==> src/rtl/qreg_serial_out.sv <==
// qreg_serial_out
// Output stage beside the register file. Every write to Q is queued in a
// small circular FIFO. The queue is drained as an asynchronous serial frame
// on tx: idle high, start bit, 8 data bits LSB first, optional parity, stop.
// Build option: define QOUT_PARITY_EN to insert an even-parity bit between
// the last data bit and the stop bit. Without it, no parity logic exists.
module qreg_serial_out #(
  parameter int DEPTH      = 4,  // FIFO entries, power of two, >= 2
  parameter int BIT_CYCLES = 4   // clk cycles per serial bit, >= 1
) (
  input  logic                       clk,
  input  logic                       reset,
  input  logic                       loadQ,
  input  logic [7:0]                 qreg,
  output logic                       tx,
  output logic                       busy,
  output logic                       full,
  output logic [$clog2(DEPTH+1)-1:0] fifo_count,
  output logic                       overflow
);

  localparam int PtrW = $clog2(DEPTH);
  localparam int CntW = $clog2(DEPTH + 1);
  localparam int TimW = (BIT_CYCLES > 1) ? $clog2(BIT_CYCLES) : 1;
  localparam logic [TimW-1:0] LastTick = TimW'(BIT_CYCLES - 1);
  localparam logic [CntW-1:0] DepthCnt = CntW'(DEPTH);

  typedef enum logic [2:0] {
    IDLE   = 3'd0,
    START  = 3'd1,
    DATA   = 3'd2,
`ifdef QOUT_PARITY_EN
    PARITY = 3'd3,
`endif
    STOP   = 3'd4
  } txStateT;

  txStateT         state;
  logic            loadQd;
  logic [7:0]      fifoMem [DEPTH];
  logic [PtrW-1:0] wrPtr;
  logic [PtrW-1:0] rdPtr;
  logic [7:0]      shifter;
  logic [2:0]      bitIdx;
  logic [TimW-1:0] bitTimer;
  logic            push;
  logic            pop;
  logic            lastTick;
`ifdef QOUT_PARITY_EN
  logic            parityBit;
`endif

  // IDLE takes the head whenever something is queued. A pop on the same edge
  // frees a slot, so a push into a full FIFO still succeeds then.
  assign pop      = (state == IDLE) && (fifo_count != '0);
  assign full     = (fifo_count == DepthCnt);
  assign push     = loadQd && (!full || pop);
  assign lastTick = (bitTimer == LastTick);

  // Delay the Q-load strobe one cycle, so qreg already holds the new value at the push.
  always_ff @(posedge clk or posedge reset) begin
    // NOTE: non-blocking assignments in every clocked block, so all registers see pre-edge values.
    if (reset) loadQd <= 1'b0;
    else       loadQd <= loadQ;
  end

  // FIFO storage: write the captured byte at the tail slot.
  always_ff @(posedge clk) begin
    // NOTE: the storage array is deliberately not reset. Reset clears the pointers and count, so no stale entry is ever read back.
    if (push) fifoMem[wrPtr] <= qreg;
  end

  // FIFO pointers, occupancy and the sticky overflow flag.
  always_ff @(posedge clk or posedge reset) begin
    if (reset) begin
      wrPtr      <= '0;
      rdPtr      <= '0;
      fifo_count <= '0;
      overflow   <= 1'b0;
    end else begin
      if (push) wrPtr <= wrPtr + 1'b1;
      if (pop)  rdPtr <= rdPtr + 1'b1;
      case ({push, pop})
        2'b10:   fifo_count <= fifo_count + 1'b1;
        2'b01:   fifo_count <= fifo_count - 1'b1;
        default: fifo_count <= fifo_count;
      endcase
      if (loadQd && !push) overflow <= 1'b1;
    end
  end

  // Frame sequencer: tx and busy are registered here with the state.
  always_ff @(posedge clk or posedge reset) begin
    if (reset) begin
      state     <= IDLE;
      tx        <= 1'b1;
      busy      <= 1'b0;
      shifter   <= '0;
      bitIdx    <= '0;
      bitTimer  <= '0;
`ifdef QOUT_PARITY_EN
      parityBit <= 1'b0;
`endif
    end else begin
      case (state)
        IDLE: begin
          tx       <= 1'b1;
          bitTimer <= '0;
          if (pop) begin
            shifter   <= fifoMem[rdPtr];
`ifdef QOUT_PARITY_EN
            parityBit <= ^fifoMem[rdPtr];
`endif
            state     <= START;
            tx        <= 1'b0;
            busy      <= 1'b1;
          end
        end
        START: begin
          if (lastTick) begin
            bitTimer <= '0;
            bitIdx   <= '0;
            tx       <= shifter[0];
            state    <= DATA;
          end else begin
            bitTimer <= bitTimer + 1'b1;
          end
        end
        DATA: begin
          if (lastTick) begin
            bitTimer <= '0;
            if (bitIdx == 3'd7) begin
`ifdef QOUT_PARITY_EN
              tx    <= parityBit;
              state <= PARITY;
`else
              tx    <= 1'b1;
              state <= STOP;
`endif
            end else begin
              // Bit 0 of shifter is on the line now. Put the next bit out and advance.
              tx      <= shifter[1];
              shifter <= shifter >> 1;
              bitIdx  <= bitIdx + 1'b1;
            end
          end else begin
            bitTimer <= bitTimer + 1'b1;
          end
        end
`ifdef QOUT_PARITY_EN
        PARITY: begin
          if (lastTick) begin
            bitTimer <= '0;
            tx       <= 1'b1;
            state    <= STOP;
          end else begin
            bitTimer <= bitTimer + 1'b1;
          end
        end
`endif
        STOP: begin
          if (lastTick) begin
            bitTimer <= '0;
            busy     <= 1'b0;
            state    <= IDLE;
          end else begin
            bitTimer <= bitTimer + 1'b1;
          end
        end
        default: begin
          tx       <= 1'b1;
          busy     <= 1'b0;
          bitTimer <= '0;
          state    <= IDLE;
        end
      endcase
    end
  end

endmodule

==> config.mk <==
export PLATFORM = sky130hd
export DESIGN_NAME = qreg_serial_out
export DESIGN_NICKNAME = d
export VERILOG_FILES = /design/src/rtl/qreg_serial_out.sv
export SDC_FILE = /design/constraint.sdc
export NUM_CORES = 1
export LEC_CHECK = 0
export BUFFER_PORTS_ARGS = -buffer_cell sky130_fd_sc_hd__buf_4
export CAP_MARGIN = 20
export CORE_ASPECT_RATIO = 1.2
export CORE_MARGIN = 1.5
export CORE_UTILIZATION = 50
export CTS_CLUSTER_SIZE = 10
export DETAILED_ROUTE_END_ITERATION = 12
export PLACE_DENSITY = 0.8
export SETUP_SLACK_MARGIN = 0.02
export SYNTH_ARGS = -nofsm -noshare
export SYNTH_HDL_FRONTEND = slang
export SYNTH_SLANG_ARGS = --single-unit
==> constraint.sdc <==
create_clock -name clk -period 2.6 [get_ports clk]
set_input_delay 0 -clock clk [delete_from_list [all_inputs] [get_ports clk]]
set_output_delay 0 -clock clk [all_outputs]
set_load 0.05 [all_outputs]
==> results of run 1 <==
==> synth_stat cells (2+ instances only) <==
library cell,number,area [µm²]
edfxtp_1,32,960.9
dfrtp_1,26,650.6
nand2_1,15,56.30
inv_1,11,41.29
nand3_1,10,50.05
clkbuf_1,9,33.78
o211ai_1,9,67.56
mux4_2,8,180.2
a32oi_1,7,61.31
and2_1,7,43.79
ha_1,7,87.58
buf_2,6,30.03
nor2_1,4,15.01
nor3_1,4,20.02
xnor2_1,4,35.03
nand2b_1,3,18.77
o21ai_0,3,15.01
or3_1,3,18.77
a21boi_0,2,15.01
a21oi_1,2,10.01
mux2_1,2,22.52
mux2i_1,2,20.02
nand3b_1,2,15.01
nor2b_1,2,12.51
or4b_1,2,20.02
xor2_1,2,17.52
==> worst max-delay path, cell delays in order (launching register included) <==
cell and delay, ns:
dfrtp_2 0.47, or3_1 0.40, and2_1 0.19, nand2_1 0.08, fa_1 0.18, or4b_1 0.48, o32a_1 0.30, o211ai_1 0.15
==> power by group <==
| part | internal, µW | total, µW | switching, µW | leakage [µW] |
|---|---|---|---|---|
| sequential | 1280 | 1500 | 225 | 0.000622 |
| combinational | 602 | 1370 | 771 | 0.000548 |
| clock | 545 | 948 | 403 | 0.000106 |
==> cells by family after synthesis <==
logic type                 synth area share, %
AOI/OAI and AO/OA                        10.08
buffers and inverters                    3.830
and+or+nand+nor                          12.45
muxes                                    8.117
xor gates and xnor gates                 1.915
adders and majority gates                3.921
DFF                                      59.69
==> layout by cell type, fill, tap and decap left out, types with 2 or more instances in the layout <==
cell type / instances
a21boi_0: 2
a21oi_1: 2
a32oi_1: 7
and2_1: 7
buf_4: 25
bufinv_16: 2
clkbuf_8: 9
clkinv_4: 2
clkinvlp_4: 2
dfrtp_1: 25
dlygate4sd3_1: 10
edfxtp_1: 32
ha_1: 7
inv_1: 11
mux2_1: 2
mux2i_1: 2
mux4_2: 8
nand2_1: 15
nand2b_1: 3
nand3_1: 10
nand3b_1: 2
nor2_1: 4
nor2b_1: 2
nor3_1: 4
o211ai_1: 9
o21ai_0: 3
or3_1: 3
or4b_1: 2
xnor2_1: 4
xor2_1: 2
==> sequential cells by signal, indices dropped and copies added (netlist names) <==
name,count
fifoMem,32
loadQd,1
rdPtr,2
wrPtr,2
bitIdx,3
overflow,1
shifter,8
busy,1
fifo_count,3
bitTimer,2
tx,1
state,3
==> through the flow <==
stage / util (%) / cells / cell area [µm²] / hold WS [ns] / setup WS (ns)
2_1_floorplan: - / 206 / 2746 / 0.03143 / 0.02039
3_3_place_gp: 55.62 / 278 / 2947 / 0.1103 / 0.3800
3_5_place_dp: 55.62 / 278 / 2947 / 0.1114 / 0.3132
4_1_cts: 61.76 / 304 / 3272 / 0.2951 / 0.2845
5_1_grt: 62.28 / 305 / 3299 / 0.3130 / 0.1945
6_report: 62.28 / 305 / 3299 / 0.2644 / 0.2819
==> per-layer routing <==
metal | wire length (µm) | vias up | GRT usage, %
met1 | 2310 | 893 | 25.25
met3 | 184 | 10 | 5.162
met5 | 0 | - | 0
li1 | - | 844 | -
met2 | 2511 | 33 | 29.16
met4 | 83 | 0 | 7.204
==> worst max path at each step <==
stage | endpoint | slack (ns) | cells after the start
finish | fifo_count[2] | 0.28 | 7
global route | fifo_count[2] | 0.19 | 7
CTS | fifo_count[2] | 0.28 | 7
detailed placement | fifo_count[2] | 0.31 | 7
global placement | fifo_count[2] | 0.38 | 7
floorplan | fifo_count[2] | 0.02 | 9
==> final cells by class <==
cell class | instances | area, µm² | area share (%)
sequential | 59 | 1639 | 49.68
clock inverter | 7 | 101.3 | 3.072
multi-input combinational | 121 | 1001 | 30.34
inverter | 11 | 41.29 | 1.251
tap | 62 | 77.57 | 2.351
timing repair buffer | 36 | 315.3 | 9.556
clock buffer | 9 | 123.9 | 3.754
==> timing repair <==
item	CTS	global route
hold endpoints to repair	59	0
hold buffers	10	0
setup endpoints to repair	0	0
==> out/qor.yml, run 1 <==
status: "finished clean"
drt_iter0_drc: 142
cts_sinks: 59
synth_cell_types: 48
grt_max_degree: 28
vias: 1780
cts-resized-gates: 0
layout_worst_path_cycle_share_pct: 89.16
wirelength_um: 5089
clk_pin_slew_ns: 0.07
required_ns: 2.87
tightest_slew_ns: 0.6998
startpoint: "fifo_count[1]"
synthCells: 206
overflow: 0
core_area_um2: 5298
nFillCells: 398
grt_util_all_layers_pct: 18.70
fin_skew_ns: 0.008438
ir_drop_mv: 0.6056
n_antenna_cell: 0
syn_area_per_cell_um2: 13.32
rr_endpoint: "fifo_count[2]"
synth_enable_flop_cells: 32
via_per_inst: 5.836
cts_tree: "built"
reg2reg_depth: 7
drive_gt1_share_pct: 23.87
firstDrtPassIters: 5
clock_path_buffers: 2
cp-start-kind: "flop"
power.density_nw_per_um2: 1159
gp_congestion: 0.7628
yosysWarnings: 0
crit_fanout: 11
synth_ff_type: "edfxtp_1"
critPathKind: "reg -> reg"
avgRoutedWirePerCell_um: 16.69
relSlewSlack_pct: 53.22
root_buffer: "clkbuf_8"
finalSetupTns_ns: 0
total_power_uw: 3825
cts_buffers: 9
min_path_type: "in -> async"
p_leak_uw: 0.001276
dieArea_um2: 5943
maxCapViolCount: 0
rsz0062_at_grt: "false"
grt_pass1_wl_um: 8549
numPortBuffers: 17
grt_pass1_vias: 1754
async_flop_share_pct: 45.76
htreeDepth: 3
fmaxAchievable_mhz: 431.4
crit_path_end_kind: "flop"
post-cts-setup-buffer-count: 0
worstReg2RegStart: "fifo_count[1]"
synth_nets: 225
ys_ff_latch: 59
dieWidth_um: 70.63
drv_slew: 0
clk_latency_ns: 0.34
reg2reg_slack_ns: 0.28
grt_antenna_before_repair: 0
ant_nets: 0
period_needed_ns: 2.318
io_pins: 18
drc: 0
worst_ep_arrival_time_ns: 2.59
die_y_um: 84.15
dp_hpwl_um: 3196
yosysSeqAreaShare_pct: 59.69
hold_viol_final: 0
num_rows: 29
setup_violations: 0
fin_nets: 257
area_growth_pct: 20.25
syn-cell-area_um2: 2744
start_util_pct: 51.79
Note: power is estimated with default switching activity, not from simulation.
==> run 2: changes to the inputs <==
Settings changed: PLACE_DENSITY 0.8 to 0.68.
==> run 2 against run 1 <==
Non-clock buffer count fell by 1. Power fell by 2.1%. Largest cell class unchanged. Combinational power barely moved. Flip-flop and latch count did not move. Cell count fell by 0.33%. Clock power fell by 7.9%. Utilization fell by 0.50 points.
==> out/qor.yml, run 2 (synthesis results as in run 1) <==
dp_hpwl_um: 3550  # +11%
p_seq_share_pct: 40.5  # +1.2 points
required_ns: 2.86  # about the same
total_power_uw: 3746  # -2.1%
grt_util_all_layers_pct: 19.71  # +1.0 points
clock_path_buffers: 2  # unchanged
pwr-share-clk_pct: 23.3  # -1.5 points
top_regs: "fifoMem (32), shifter (8)"
cts-resized-gates: 0  # unchanged
die_y_um: 84.15  # unchanged
maxCapViolCount: 0  # unchanged
overflow: 0  # unchanged
post-cts-setup-buffer-count: 0  # unchanged
whs_ns: 0.1677  # -0.09674 ns
numPortBuffers: 17  # unchanged
p_sw_share_pct: 37.82  # +1.2 points
dieWidth_um: 70.63  # unchanged
power.switching_uw: 1417  # +1.3%
drc: 0  # unchanged
core_area_um2: 5298  # unchanged
max_stage_delay_ns: 0.47  # about the same
io_pins: 18  # unchanged
gp_congestion: 0.8643  # +13%
area_growth_pct: 19.29
period_needed_ns: 2.345  # +0.02715 ns
ant_nets: 0  # unchanged
final_cell_mix: "edfxtp_1 (32), dfrtp_1 (25), buf_4 (24)"
path_buf_inv: 0  # unchanged
clk_pin_slew_ns: 0.08  # about the same
drt_iter0_drc: 74  # -48%
avgRoutedWirePerCell_um: 17.07  # +2.3%
num_rows: 29  # unchanged
worstReg2RegStart: "fifo_count[1]"
start_util_pct: 51.79  # unchanged
regMostFlops: "fifoMem"
crit_path_end_kind: "flop"
crit_slowest_cell: "dfrtp_2"
fin_nets: 256  # -0.39%
htreeDepth: 3  # unchanged
p_leak_uw: 0.001270  # -0.46%
reg2reg_depth: 7  # unchanged
grt_max_degree: 28  # unchanged
cp_cell_sequence: "or3_1, and2_1, nand2_1, fa_1, or4b_1, o32a_1, o211ai_1"
rr_endpoint: "fifo_count[2]"
power.density_nw_per_um2: 1145  # -1.3%
rsz0062_at_grt: "false"
fmaxAchievable_mhz: 426.4  # -1.2%
clk_latency_ns: 0.34  # about the same
fin_skew_ns: 0.008299  # -0.0001389 ns
vias: 1791  # +0.62%
grt_antenna_before_repair: 0  # unchanged
drv_slew: 0  # unchanged
status: "finished clean"
reg2reg_slack_ns: 0.25  # -0.03 ns
min_path_type: "in -> async"
nFillCells: 398  # unchanged
finalSetupTns_ns: 0  # unchanged
cp-start-kind: "flop"
ir_drop_mv: 0.7422  # +23%
cts_buffers: 9  # unchanged
p_comb_share_pct: 36.2  # +0.3 points
final_common_cell: "edfxtp_1"
cpLargestDelayFamily: "simple AND/OR/NAND/NOR gates"
hold_viol_final: 0  # unchanged
design_area_um2: 3273  # -0.80%
dpl-instance-area_um2: 2939  # -0.25%
wirelength_um: 5188  # +1.9%
hold_buffers: 10  # unchanged
via_per_inst: 5.891  # +0.95%
n_antenna_cell: 0  # unchanged
layout_worst_path_cycle_share_pct: 90.20  # +1.0 points
grt_pass1_vias: 1898  # +8.2%
setup_violations: 0  # unchanged
firstDrtPassIters: 4  # -1
dieArea_um2: 5943  # unchanged
worst_ep_arrival_time_ns: 2.61  # +0.02 ns
grt_pass1_wl_um: 8914  # +4.3%
largest_register_ffs: 32  # unchanged
crit_fanout: 11  # unchanged
root_buffer: "clkbuf_8"
cts_tree: "built"
tightest_slew_ns: 0.7297  # +0.02985 ns
relSlewSlack_pct: 51.23  # -2.0 points
critPathKind: "reg -> reg"
drive_gt1_share_pct: 23.55  # -0.31 points
cts_sinks: 59  # unchanged
p_int_uw: 2330  # -4.0%
==> run 2: layer usage <==
metal | share of wire (%) | track usage (%)
met5 | 0 | 0
met2 | 51 | 32.93
met4 | 2.6 | 9.434
met1 | 41 | 23.24
met3 | 5.2 | 6.002
==> run 2: area by class of cell <==
cell class | instances | area (µm²) | area share [%]
Clock buffer | 9 | 123.9 | 3.784
Tap cell | 62 | 77.57 | 2.370
Sequential cell | 59 | 1639 | 50.08
Inverter | 11 | 41.29 | 1.261
Timing Repair Buffer | 35 | 307.8 | 9.404
Clock inverter | 7 | 82.58 | 2.523
Multi-Input combinational cell | 121 | 1001 | 30.58
==> run 2: metrics by stage <==
stage	cells	util (%)	worst slack (ns)
detailed placement	277	55.48	0.2877
global placement	277	55.48	0.3791
floorplan	206	-	0.02039
finish	304	61.79	0.2547
global route	304	61.79	0.1142
CTS	303	61.27	0.2447
==> run 2: worst max-delay path by stage <==
stage | startpoint | end | slack [ns] | depth (start not counted)
finish | fifo_count[1] | fifo_count[2] | 0.25 | 7
CTS | fifo_count[1] | fifo_count[2] | 0.24 | 7
global route | fifo_count[1] | fifo_count[2] | 0.11 | 7
floorplan | fifo_count[1] | fifo_count[2] | 0.02 | 9
detailed placement | fifo_count[1] | fifo_count[2] | 0.29 | 7
global placement | fifo_count[1] | fifo_count[2] | 0.38 | 7
==> run 2: power groups by stage <==
stage | sequential (µW) | combinational, µW | clock, µW
global placement | 1510 | 1270 | 0
detailed placement | 1540 | 1340 | 0
floorplan | 1550 | 952 | 0
global route | 1560 | 1490 | 921
CTS | 1520 | 1360 | 879
finish | 1520 | 1350 | 873
==> run 2: worst min-delay path, delay by kind of cell <==
kind	cells	cell delay, ns
buf+inv	3	0.90
